`src/rtl/ga23_pkg.sv`:
```
`default_nettype none
// ============================================================================
// Module   : ga23_pkg
// Purpose  : Shared constants, arbiter state type and index helper for GA23.
// Revision : 1.0  initial release
// ============================================================================
package ga23_pkg;

  localparam int NUM_LAYERS = 3;
  localparam int SDR_ADDR_W = 22;

  typedef enum logic [0:0] {
    ARB_IDLE = 1'b0,
    ARB_WAIT = 1'b1
  } arb_state_t;

  // (base + off) mod n for base < n and off < n, without a divider.
  function automatic int wrap_idx(input int base, input int off, input int n);
    int s;
    s = base + off;
    return (s >= n) ? (s - n) : s;
  endfunction

endpackage
`default_nettype wire

```
`src/rtl/ga23_req_slot.sv`:
```
`default_nettype none
// ============================================================================
// Module   : ga23_req_slot
// Purpose  : One layer's pending fetch slot with stale and overrun tracking.
// Revision : 1.0  initial release
// ============================================================================
module ga23_req_slot
  import ga23_pkg::*;
#(
  parameter int ADDR_W = SDR_ADDR_W
) (
  input  logic              clk,
  input  logic              reset_n,
  input  logic              strobe,
  input  logic [ADDR_W-1:0] addr_in,
  input  logic              grant,
  input  logic              inflight_match,
  output logic              pending,
  output logic [ADDR_W-1:0] addr,
  output logic              stale,
  output logic              overrun
);

  always_ff @(posedge clk) begin
    if (!reset_n) begin
      pending <= 1'b0;
      addr    <= '0;
      stale   <= 1'b0;
      overrun <= 1'b0;
    end else begin
      // A strobe in the grant cycle re-arms the slot; the grant used the old address.
      if (strobe) begin
        pending <= 1'b1;
        addr    <= addr_in;
        if (pending) begin
          overrun <= 1'b1;
        end
      end else if (grant) begin
        pending <= 1'b0;
      end

      if (grant) begin
        stale <= strobe;
      end else if (strobe && inflight_match) begin
        stale <= 1'b1;
      end
    end
  end

endmodule
`default_nettype wire

```
`src/rtl/ga23_sdr_arbiter.sv`:
```
`default_nettype none
// ============================================================================
// Module   : ga23_sdr_arbiter
// Purpose  : Round-robin sharing of one SDRAM read channel among tile layers.
// Revision : 1.0  initial release
// ============================================================================
module ga23_sdr_arbiter
  import ga23_pkg::*;
#(
  parameter int NUM_REQ = NUM_LAYERS,
  parameter int ADDR_W  = SDR_ADDR_W
) (
  input  logic                      clk,
  input  logic                      reset_n,
  input  logic [NUM_REQ-1:0]        req_strobe,
  input  logic [NUM_REQ*ADDR_W-1:0] req_addr,
  output logic [NUM_REQ*32-1:0]     req_data,
  output logic [NUM_REQ-1:0]        req_rdy,
  output logic [ADDR_W-1:0]         sdr_addr,
  output logic                      sdr_req,
  input  logic [31:0]               sdr_data,
  input  logic                      sdr_rdy,
  output logic [NUM_REQ-1:0]        overrun
);

  localparam int c_IDX_W = (NUM_REQ > 1) ? $clog2(NUM_REQ) : 1;

  arb_state_t          r_state;
  arb_state_t          w_state_nxt;
  logic [c_IDX_W-1:0]  r_owner;
  logic [c_IDX_W-1:0]  r_rr_ptr;
  logic [c_IDX_W-1:0]  w_sel;
  logic [c_IDX_W-1:0]  w_cand [NUM_REQ];
  logic                w_found;
  logic                w_deliver;
  logic [NUM_REQ-1:0]  w_grant;
  logic [NUM_REQ-1:0]  w_pending;
  logic [NUM_REQ-1:0]  w_stale;
  logic [NUM_REQ-1:0]  w_inflight;
  logic [ADDR_W-1:0]   w_slot_addr [NUM_REQ];

  for (genvar i = 0; i < NUM_REQ; i++) begin : g_slot
    assign w_inflight[i] = (r_state == ARB_WAIT) && (r_owner == c_IDX_W'(i));

    ga23_req_slot #(
      .ADDR_W (ADDR_W)
    ) u_slot (
      .clk            (clk),
      .reset_n        (reset_n),
      .strobe         (req_strobe[i]),
      .addr_in        (req_addr[i*ADDR_W +: ADDR_W]),
      .grant          (w_grant[i]),
      .inflight_match (w_inflight[i]),
      .pending        (w_pending[i]),
      .addr           (w_slot_addr[i]),
      .stale          (w_stale[i]),
      .overrun        (overrun[i])
    );
  end

  // Search order starts at the round-robin pointer and wraps.
  for (genvar k = 0; k < NUM_REQ; k++) begin : g_cand
    assign w_cand[k] = c_IDX_W'(wrap_idx(int'(r_rr_ptr), k, NUM_REQ));
  end

  always_comb begin
    w_found = 1'b0;
    w_sel   = '0;
    for (int k = NUM_REQ - 1; k >= 0; k--) begin
      if (w_pending[w_cand[k]]) begin
        w_found = 1'b1;
        w_sel   = w_cand[k];
      end
    end
  end

  always_ff @(posedge clk) begin
    if (!reset_n) begin
      r_state <= ARB_IDLE;
    end else begin
      r_state <= w_state_nxt;
    end
  end

  always_comb begin
    w_state_nxt = r_state;
    w_grant     = '0;
    w_deliver   = 1'b0;
    case (r_state)
      ARB_IDLE: begin
        if (w_found) begin
          w_grant[w_sel] = 1'b1;
          w_state_nxt    = ARB_WAIT;
        end
      end
      ARB_WAIT: begin
        if (sdr_rdy) begin
          w_state_nxt = ARB_IDLE;
          w_deliver   = !w_stale[r_owner];
        end
      end
      default: w_state_nxt = ARB_IDLE;
    endcase
  end

  always_ff @(posedge clk) begin
    if (!reset_n) begin
      r_owner  <= '0;
      r_rr_ptr <= '0;
      sdr_req  <= 1'b0;
      sdr_addr <= '0;
      req_rdy  <= '0;
      req_data <= '0;
    end else begin
      req_rdy <= '0;
      if (|w_grant) begin
        sdr_req  <= 1'b1;
        sdr_addr <= w_slot_addr[w_sel];
        r_owner  <= w_sel;
        r_rr_ptr <= c_IDX_W'(wrap_idx(int'(w_sel), 1, NUM_REQ));
      end
      if ((r_state == ARB_WAIT) && sdr_rdy) begin
        sdr_req <= 1'b0;
      end
      // Responses to a re-strobed (stale) request are dropped.
      if (w_deliver) begin
        req_rdy[r_owner]                <= 1'b1;
        req_data[{r_owner, 5'd0} +: 32] <= sdr_data;
      end
    end
  end

endmodule
`default_nettype wire

```
`config.mk`:
```
export PLATFORM = sky130hd
export DESIGN_NAME = ga23_sdr_arbiter
export DESIGN_NICKNAME = d
export VERILOG_FILES = /design/src/rtl/ga23_pkg.sv /design/src/rtl/ga23_req_slot.sv /design/src/rtl/ga23_sdr_arbiter.sv
export SDC_FILE = /design/constraint.sdc
export NUM_CORES = 1
export LEC_CHECK = 0
export CAP_MARGIN = 5
export CELL_PAD_IN_SITES_DETAIL_PLACEMENT = 0
export CELL_PAD_IN_SITES_GLOBAL_PLACEMENT = 1
export CORE_ASPECT_RATIO = 0.7
export CORE_UTILIZATION = 38
export CTS_CLUSTER_DIAMETER = 100
export CTS_CLUSTER_SIZE = 12
export DETAILED_ROUTE_END_ITERATION = 6
export GPL_TIMING_DRIVEN = 1
export PLACE_DENSITY_LB_ADDON = 0.2
export SLEW_MARGIN = 5
export SYNTH_ARGS = -nofsm -noshare
export SYNTH_HDL_FRONTEND = slang
export SYNTH_SLANG_ARGS = --single-unit
export TNS_END_PERCENT = 100
```
`constraint.sdc`:
```
create_clock -name clk -period 7.02 [get_ports clk]
set_input_delay 1.404 -clock clk [delete_from_list [all_inputs] [get_ports clk]]
set_output_delay 1.404 -clock clk [all_outputs]
set_load 0.05 [all_outputs]
```
==> results of run 1 <==
## layout make-up
type / instances / area, um2 / share of cell area (%)
Clock buffer: 22 / 539 / 4.94
Timing Repair Buffer: 242 / 2380 / 21.8
Multi-Input combinational cell: 609 / 3580 / 32.8
Sequential cell: 202 / 4040 / 37.1
Inverter: 8 / 35.0 / 0.321
Tap cell: 270 / 338 / 3.10
## where the power goes
part           total (mW)  internal, mW  switching [mW]
Clock               0.950         0.536           0.414
Sequential           1.31          1.24          0.0650
Combinational       0.964         0.332           0.632
Total                3.22          2.11            1.11
## through the flow
stage / total power, mW / instance area [um2] / util [%] / worst slack [ps] / std cells
global route: 3.38 / 10900 / 54.1 / 2920 / 1353
CTS: 3.26 / 10900 / 54.1 / 3220 / 1353
finish: 3.22 / 10900 / 54.1 / 3230 / 1353
floorplan: 1.98 / 7990 / - / 4120 / 902
global placement: 2.29 / 10400 / 51.4 / 3250 / 1331
detailed placement: 2.30 / 10400 / 51.4 / 3180 / 1331
## Yosys cell counts (2+ instances only)
master | instances | area [um2]
mux2i_1 | 93 | 931
a21oi_1 | 107 | 536
nand3_1 | 143 | 716
o22ai_1 | 2 | 12.5
clkbuf_1 | 58 | 218
buf_1 | 2 | 7.51
nor3b_1 | 3 | 22.5
dfxtp_1 | 202 | 4040
nand2b_1 | 8 | 50.1
buf_4 | 6 | 45.0
nand2_1 | 111 | 417
o221ai_1 | 22 | 193
and2_1 | 5 | 31.3
ha_1 | 10 | 125
and3_1 | 4 | 25.0
nor2_1 | 80 | 300
buf_2 | 17 | 85.1
inv_1 | 8 | 30.0
## critical path, cell delays in order (launching register included)
cell	delay [ps]
dfxtp_1	330
inv_1	80
ha_1	350
mux2i_1	270
o22a_1	250
nor2_1	100
o21ai_4	830
inv_1	110
ha_1	270
o31ai_4	260
buf_4	480
mux2i_1	240
nor2_1	50
## registers in the layout (all words and copies together), names as in the netlist
register               cells
g_slot.u_slot.addr        66
g_slot.u_slot.overrun      3
g_slot.u_slot.pending      3
g_slot.u_slot.stale        3
r_owner                    2
r_rr_ptr                   2
r_state                    1
req_data                  96
req_rdy                    3
sdr_addr                  22
sdr_req                    1
## final timing paths
kind                start  slack (ps)      endpoint  depth (start not counted)
max           r_rr_ptr[0]        3230   r_rr_ptr[0]                         12
min          req_data[47]         450  req_data[47]                          2
max reg2reg   r_rr_ptr[0]        3230   r_rr_ptr[0]                         12
min reg2reg  req_data[47]         450  req_data[47]                          2
## cells in the final DEF, fill, tap and decap left out, drive strengths merged
| cell | netlist | layout |
|---|---|---|
| clkdlybuf4s50 | 0 | 226 |
| o41ai | 1 | 1 |
| or2 | 1 | 1 |
| o22ai | 3 | 3 |
| a2bb2oi | 1 | 1 |
| clkbuf | 58 | 22 |
| mux2i | 93 | 93 |
| nand2b | 8 | 8 |
| a211oi | 1 | 1 |
| nand3 | 143 | 143 |
| o21ai | 3 | 3 |
| or3 | 1 | 1 |
| a21boi | 1 | 1 |
| buf | 25 | 16 |
| ha | 10 | 10 |
| nand2 | 111 | 111 |
| o22a | 1 | 1 |
| nor2 | 80 | 80 |
| and2 | 5 | 5 |
| o211a | 1 | 1 |
| nor3b | 3 | 3 |
| inv | 8 | 8 |
| and3 | 4 | 4 |
| o31ai | 1 | 1 |
| a31o | 2 | 2 |
| a2111oi | 1 | 1 |
| a311oi | 1 | 1 |
| nor2b | 1 | 1 |
| a21oi | 107 | 107 |
| nand3b | 1 | 1 |
| a22o | 1 | 1 |
| o211ai | 1 | 1 |
| o221ai | 22 | 22 |
| dfxtp | 202 | 202 |
## per-layer routing
metal | part of all wire, % | up-vias | GRT usage (%) | wire (um)
li1 | - | 3475 | - | -
met1 | 50 | 3264 | 30.4 | 11700
met3 | 7.0 | 18 | 5.50 | 1620
met5 | 0 | - | 0 | 0
met2 | 42 | 185 | 31.0 | 9680
met4 | 1.2 | 0 | 4.08 | 287
## cells by family after synthesis
family / Yosys count / share of synthesized area, %
and+or+nand+nor: 358 / 19.9
DFF: 202 / 50.6
adders and majority gates: 10 / 1.57
AOI/OAI and AO/OA: 148 / 11.4
muxes: 93 / 11.7
buffers and inverters: 91 / 4.82
==> flow_metrics.py, run 1 <==
metrics = {
    "floorplan": {
        "fp.dieH_um": 123,
        "fp.coreArea_um2": 20200,
        "ios": 229,
        "die_area_um2": 21600,
        "initial_utilization_pct": 39.6,
        "rows": 43,
        "die_w_um": 175,
    },
    "grt": {
        "grt_start_max_net_pins": 117,
        "track_usage_pct": 20.9,
        "antenna_found_initial": 0,
        "grt_pass1_vias": 6413,
        "grt_pass1_wl_um": 36100,
        "grt.overflow.total": 0,
    },
    "drt": {
        "postRouteAntennaNets": 0,
        "wl_um": 23300,
        "route.detailed.drc": 0,
        "num_vias": 6942,
        "first_pass_iters": 5,
        "dr.first_iter.drc_count": 401,
        "via_per_inst": 5.13,
        "detail_route.wl_per_cell_um": 17.2,
    },
    "logic_synthesis": {
        "netlist_instances": 902,
        "seq_area_frac_synth_pct": 50.6,
        "synth_ff_type": "dfxtp_1",
        "ys_warn_count": 0,
        "syn_nets": 1016,
        "ys_seq_elements": 202,
        "synth_edf_count": 0,
        "async_flop_share_pct": 0,
        "synth_cell_type_count": 39,
        "syn-cell-area_um2": 7990,
        "avgSynthCellArea_um2": 8.86,
    },
    "worst_setup_path": {
        "crit_fanout": 50,
        "criticalPathCategory": "register to register",
        "crit_path_start_kind": "register",
        "crit_required_ps": 7360,
        "end_kind": "register",
        "worstPathArrival_ps": 4130,
    },
    "pwr": {
        "peakVddDrop_mv": 0.157,
        "p_leak_nw": 4.07,
        "p_per_area_nw_per_um2": 295,
    },
    "final_layout": {
        "layout.nets": 1197,
        "antenna_cells": 0,
        "syn_to_final_growth_pct": 36.6,
        "fill_cells": 1911,
        "drive_gt1_share_pct": 4.43,
    },
    "timing": {
        "timing.fmax_ghz": 0.264,
        "hold_ws_ps": 449,
        "fin_tns_setup_ps": 0,
        "rsz0062_at_grt": "false",
        "post-route-min-period_ps": 3790,
        "relSlewSlack_pct": 27.4,
        "period_share_pct": 54.0,
        "setup_viol": 0,
        "fin_skew_ps": 7.53,
        "finalHoldViolCount": 0,
        "slew_violations": 0,
        "tightest_slew_ps": 1090,
    },
    "worst_hold_path": {
        "min_path_type": "register to register",
    },
    "clock_tree": {
        "cts.path.max_buffers": 3,
        "cts-root-buf": "clkbuf_16",
        "numCtsBuffers": 20,
        "post_cts_resized": 0,
        "clkLatencyLatePin_ps": 480,
        "cts_sinks": 202,
        "clk_pin_slew_ps": 60,
        "cts_setup_buffers": 0,
        "htree_num_levels": 1,
        "holdBufCountCts": 0,
        "cts_tree": "built",
    },
    "run": {
        "maxCapViolCount": 0,
    },
    "run_status": {
        "outcome": "finished clean",
    },
    "placed_design": {
        "hpwlAfterDp_um": 14700,
        "gp_congestion": 0.770,
        "portBuffers": 228,
    },
}
No activity file was read; power rests on OpenSTA's default activity.
==> run 2, diff against run 1 <==
- CORE_UTILIZATION: 38 -> 32
- clock period: 7.02 -> 3.41 ns (I/O delays scaled with it)
==> run 2 against run 1 <==
Effect of this change:
- critical path type unchanged
- die area up 18%
- highest routed layer unchanged
- design area up 0.78%
- register-to-register slack worse by 2800 ps
- largest power group unchanged
==> flow_metrics.py, run 2 (same netlist as run 1, synthesis figures left out) <==
metrics = {
    "clock_tree": {
        "numCtsBuffers": 20,
        "htree_num_levels": 1,
        "holdBufCountCts": 0,
        "clk_pin_slew_ps": 70,
        "cts-root-buf": "clkbuf_16",
        "clkLatencyLatePin_ps": 500,
        "cts_sinks": 202,
        "cts_setup_buffers": 0,
        "cts.path.max_buffers": 3,
        "post_cts_resized": 0,
        "cts_tree": "built",
    },
    "timing": {
        "post-route-min-period_ps": 2950,
        "timing.fmax_ghz": 0.339,
        "slew_violations": 0,
        "finalHoldViolCount": 0,
        "rsz0062_at_grt": "false",
        "hold_ws_ps": 448,
        "period_share_pct": 86.6,
        "setup_ws_ps": 457,
        "tightest_slew_ps": 930,
        "fin_tns_setup_ps": 0,
        "setup_viol": 0,
        "relSlewSlack_pct": 38.0,
        "fin_skew_ps": 13.6,
    },
    "floorplan": {
        "ios": 229,
        "die_area_um2": 25600,
        "rows": 47,
        "initial_utilization_pct": 33.2,
        "die_w_um": 191,
        "fp.coreArea_um2": 24100,
        "fp.dieH_um": 134,
    },
    "final_layout": {
        "regMostFlops": "req_data",
        "largest_reg_flops": 96,
        "antenna_cells": 0,
        "fin_util_pct": 45.7,
        "final_cell_mix": "224 x clkdlybuf4s50_1, 202 x dfxtp_1, 143 x nand3_1",
        "layout.nets": 1200,
        "reg_top3": "req_data (96), g_slot.u_slot.addr (66), sdr_addr (22)",
        "fill_cells": 2389,
        "final_common_cell": "clkdlybuf4s50_1",
        "final_cells": 1404,
        "drive_gt1_share_pct": 4.88,
        "syn_to_final_growth_pct": 37.7,
    },
    "worst_setup_path": {
        "crit_chain": "inv_1 -> ha_1 -> nand2_1 -> o22a_1 -> nor2_1 -> o21ai_4 -> inv_1 -> ha_1 -> o31ai_4 -> buf_4 -> or3_4 -> o221ai_1",
        "reg2regPathDepth": 12,
        "worstPathArrival_ps": 3360,
        "end_kind": "register",
        "criticalPathCategory": "register to register",
        "r2r_slack_ps": 460,
        "regToRegStartpoint": "r_rr_ptr[0]",
        "worst-path-buf-inv": 3,
        "crit_path_top_delay_cell": "ha_1",
        "crit_required_ps": 3810,
        "crit_path_start_kind": "register",
        "cpPeakStageDelay_ps": 490,
        "worstReg2RegEnd": "sdr_addr[2]",
        "cpLargestDelayFamily": "simple AND/OR/NAND/NOR gates",
        "crit_fanout": 22,
    },
    "drt": {
        "route.detailed.drc": 0,
        "postRouteAntennaNets": 0,
        "detail_route.wl_per_cell_um": 17.6,
        "via_per_inst": 4.91,
        "num_vias": 6888,
        "first_pass_iters": 4,
        "wl_um": 24700,
        "dr.first_iter.drc_count": 388,
    },
    "placed_design": {
        "dp_slack_ps": 498,
        "hpwlAfterDp_um": 15800,
        "gp_congestion": 0.751,
        "portBuffers": 228,
        "dp_cells": 1382,
    },
    "pwr": {
        "p_per_area_nw_per_um2": 611,
        "peakVddDrop_mv": 0.332,
        "p_leak_nw": 4.08,
    },
    "grt": {
        "antenna_found_initial": 0,
        "grt_start_max_net_pins": 75,
        "grt_pass1_vias": 6722,
        "track_usage_pct": 19.1,
        "grt_pass1_wl_um": 38700,
        "grt.overflow.total": 0,
    },
    "run": {
        "maxCapViolCount": 0,
    },
    "worst_hold_path": {
        "hold_path_end": "sdr_req",
        "hold_start": "sdr_req",
        "hold_depth": 2,
        "min_path_type": "register to register",
    },
    "run_status": {
        "outcome": "finished clean",
    },
}
==> run 2: changes by cell type in the layout (fill, tap and decap cells not counted) <==
cell,previous run,this run
buf_4,14,16
clkdlybuf4s50_1,226,224
buf_12,0,1
buf_2,2,3
clkbuf_2,0,1
==> run 2: per-layer routing <==
layer | global-route usage [%] | up-vias | part of all wire, % | routed length (um)
met2 | 27.7 | 166 | 42 | 10400
met4 | 4.53 | 0 | 1.8 | 439
met3 | 5.05 | 31 | 6.7 | 1640
met1 | 27.8 | 3212 | 50 | 12200
met5 | 0 | - | 0 | 0
li1 | - | 3479 | - | -
==> run 2: final cells by class <==
type | count | area (um2) | area share (%)
multi-input combinational | 609 | 3580 | 32.6
timing repair buffer | 245 | 2400 | 21.8
inverter | 8 | 35.0 | 0.319
tap | 318 | 398 | 3.62
clock buffer | 22 | 539 | 4.90
sequential | 202 | 4040 | 36.8
==> run 2: through the flow <==
stage | area, um2 | total power, mW
after floorplan | 7990 | 4.08
after global placement | 10500 | 4.77
final | 11000 | 6.72
after detailed placement | 10500 | 4.78
after global routing | 11000 | 7.05
after CTS | 11000 | 6.81
==> run 2: worst max-delay path by stage <==
stage / from / end / cells past startpoint
final: r_rr_ptr[0] / sdr_addr[2] / 12
after global routing: r_rr_ptr[0] / sdr_addr[5] / 12
after CTS: r_rr_ptr[0] / sdr_addr[12] / 12
after detailed placement: r_rr_ptr[0] / sdr_addr[2] / 12
after global placement: r_rr_ptr[0] / sdr_addr[6] / 12
after floorplan: r_rr_ptr[0] / r_rr_ptr[0] / 14
==> run 2: tightest hold or removal path: stages (launching register included) <==
cell,delay [ps]
dfxtp_1,310
inv_1,50
a21oi_1,50
==> run 2: power breakdown <==
group | internal (mW) | switching [mW] | leakage, nW | total (mW)
clock network | 1.10 | 0.891 | 0.266 | 1.99
logic | 0.710 | 1.33 | 2.17 | 2.04
registers | 2.56 | 0.131 | 1.65 | 2.69
total | 4.37 | 2.35 | 4.08 | 6.72
==> run 3, diff against run 2 <==
- CORE_UTILIZATION: 32 -> 33
- CTS_BUF_LIST: unset -> sky130_fd_sc_hd__clkbuf_4 sky130_fd_sc_hd__clkbuf_8
- SLEW_MARGIN: 5 -> 25
==> run 3 against run 2 <==
Effect of this change:
- critical path depth down 1
- utilization down 0.32 points
- sequential share of layout area rose by 0.81 points
- register-to-register slack is essentially flat
- fmax decreased by 0.25%
- design area shrank 2.2%
- sequential cell count unchanged
- combinational power about the same
==> flow_metrics.py, run 3 (same netlist as run 1, synthesis figures left out) <==
metrics = {
    "floorplan": {
        "fp.dieH_um": 132,
        "fp.coreArea_um2": 23700,
        "initial_utilization_pct": 33.7,
        "die_area_um2": 24800,
        "ios": 229,
        "die_w_um": 188,
        "rows": 47,
    },
    "final_layout": {
        "final_common_cell": "clkdlybuf4s50_1",
        "fill_cells": 2316,
        "reg_top3": "req_data (96), g_slot.u_slot.addr (66), sdr_addr (22)",
        "layout.nets": 1200,
        "largest_reg_flops": 96,
        "regMostFlops": "req_data",
        "syn_to_final_growth_pct": 34.7,
        "antenna_cells": 0,
        "drive_gt1_share_pct": 4.88,
        "seq_area_um2": 4040,
        "final_cell_mix": "224 x clkdlybuf4s50_1, 202 x dfxtp_1, 143 x nand3_1",
        "multiInputGateArea_um2": 3580,
        "final_cells": 1404,
    },
    "timing": {
        "fin_skew_ps": 14.2,
        "relSlewSlack_pct": 41.2,
        "hold_ws_ps": 449,
        "tightest_slew_ps": 882,
        "period_share_pct": 86.8,
        "setup_viol": 0,
        "fin_tns_setup_ps": 0,
        "finalHoldViolCount": 0,
        "timing.fmax_ghz": 0.338,
        "slew_violations": 0,
        "rsz0062_at_grt": "false",
        "post-route-min-period_ps": 2960,
    },
    "clock_tree": {
        "cts_sinks": 202,
        "cts.path.max_buffers": 3,
        "numCtsBuffers": 20,
        "clkLatencyLatePin_ps": 520,
        "cts-root-buf": "clkbuf_8",
        "cts_setup_buffers": 0,
        "post_cts_resized": 0,
        "htree_num_levels": 1,
        "clk_pin_slew_ps": 80,
        "holdBufCountCts": 0,
        "cts_tree": "built",
    },
    "worst_setup_path": {
        "criticalPathCategory": "register to register",
        "crit_fanout": 22,
        "crit_required_ps": 3780,
        "end_kind": "register",
        "cpLargestDelayFamily": "compound AO/OA/AOI/OAI gates",
        "crit_path_start_kind": "register",
        "cpPeakStageDelay_ps": 480,
        "worst-path-buf-inv": 2,
        "crit_path_top_delay_cell": "o31ai_4",
        "crit_chain": "inv_1 -> ha_1 -> mux2i_1 -> o22a_1 -> nor2_1 -> o21ai_4 -> inv_1 -> ha_1 -> o31ai_4 -> or3_4 -> o221ai_1",
        "worstPathArrival_ps": 3330,
    },
    "drt": {
        "num_vias": 6916,
        "detail_route.wl_per_cell_um": 17.2,
        "wl_um": 24100,
        "route.detailed.drc": 0,
        "via_per_inst": 4.93,
        "postRouteAntennaNets": 0,
        "dr.first_iter.drc_count": 438,
        "first_pass_iters": 5,
    },
    "worst_hold_path": {
        "min_path_type": "register to register",
    },
    "grt": {
        "grt_start_max_net_pins": 80,
        "grt_pass1_wl_um": 38400,
        "antenna_found_initial": 0,
        "grt.overflow.total": 0,
        "grt_pass1_vias": 6568,
        "track_usage_pct": 19.2,
    },
    "placed_design": {
        "hpwlAfterDp_um": 15300,
        "gp_congestion": 0.752,
        "portBuffers": 228,
        "dp_cells": 1382,
    },
    "pwr": {
        "p_leak_nw": 3.98,
        "peakVddDrop_mv": 0.261,
        "p_per_area_nw_per_um2": 567,
    },
    "run": {
        "maxCapViolCount": 0,
    },
    "run_status": {
        "outcome": "finished clean",
    },
}
-- run 3: cell types whose count changed in the layout (fill, tap and decap cells not counted) --
cell and delta:
clkbuf_2 -1, buf_2 +1, clkbuf_16 -21, clkbuf_8 +21
-- run 3: final timing paths --
check | from | endpoint | slack, ps | cells past startpoint
setup / recovery | r_rr_ptr[0] | sdr_addr[21] | 450 | 11
hold / removal | req_data[87] | req_data[87] | 450 | 2
setup reg to reg | r_rr_ptr[0] | sdr_addr[21] | 450 | 11
hold reg to reg | req_data[87] | req_data[87] | 450 | 2
-- run 3: stage by stage --
stage | worst slack, ps | power, mW | util [%] | instance area (um2)
6_report | 450 | 6.10 | 45.4 | 10800
3_3_place_gp | 521 | 4.78 | 44.1 | 10500
3_5_place_dp | 460 | 4.79 | 44.1 | 10500
4_1_cts | 427 | 6.18 | 45.4 | 10800
2_1_floorplan | 508 | 4.08 | - | 7990
5_1_grt | 157 | 6.44 | 45.4 | 10800
-- run 3: worst min-delay path: cells and delay by family, from the launching register on --
kind	cells	cell delay [ps]
AND/OR/NAND/NOR	1	50
flip-flops	1	310
AO/OA/AOI/OAI	1	50
-- run 3: layout make-up --
type,instances,area share [%]
sequential,202,37.6
inverter,8,0.326
multi-input combinational,609,33.3
timing repair buffer,245,22.3
tap,318,3.70
clock buffer,22,2.81
-- run 3: per-layer routing --
layer | share of wire (%) | vias to the layer above | GRT usage (%)
met5 | 0 | - | 0
met2 | 42 | 169 | 27.4
met4 | 1.7 | 0 | 4.07
met3 | 6.2 | 25 | 4.68
met1 | 50 | 3251 | 28.7
li1 | - | 3471 | -
-- run 3: where the power goes --
| group | leakage [nW] | switching [mW] | internal [mW] | total, mW |
|---|---|---|---|---|
| Clock | 0.158 | 0.799 | 0.573 | 1.37 |
| Combinational | 2.17 | 1.32 | 0.721 | 2.04 |
| Sequential | 1.65 | 0.132 | 2.56 | 2.69 |
| Total | 3.98 | 2.25 | 3.85 | 6.10 |
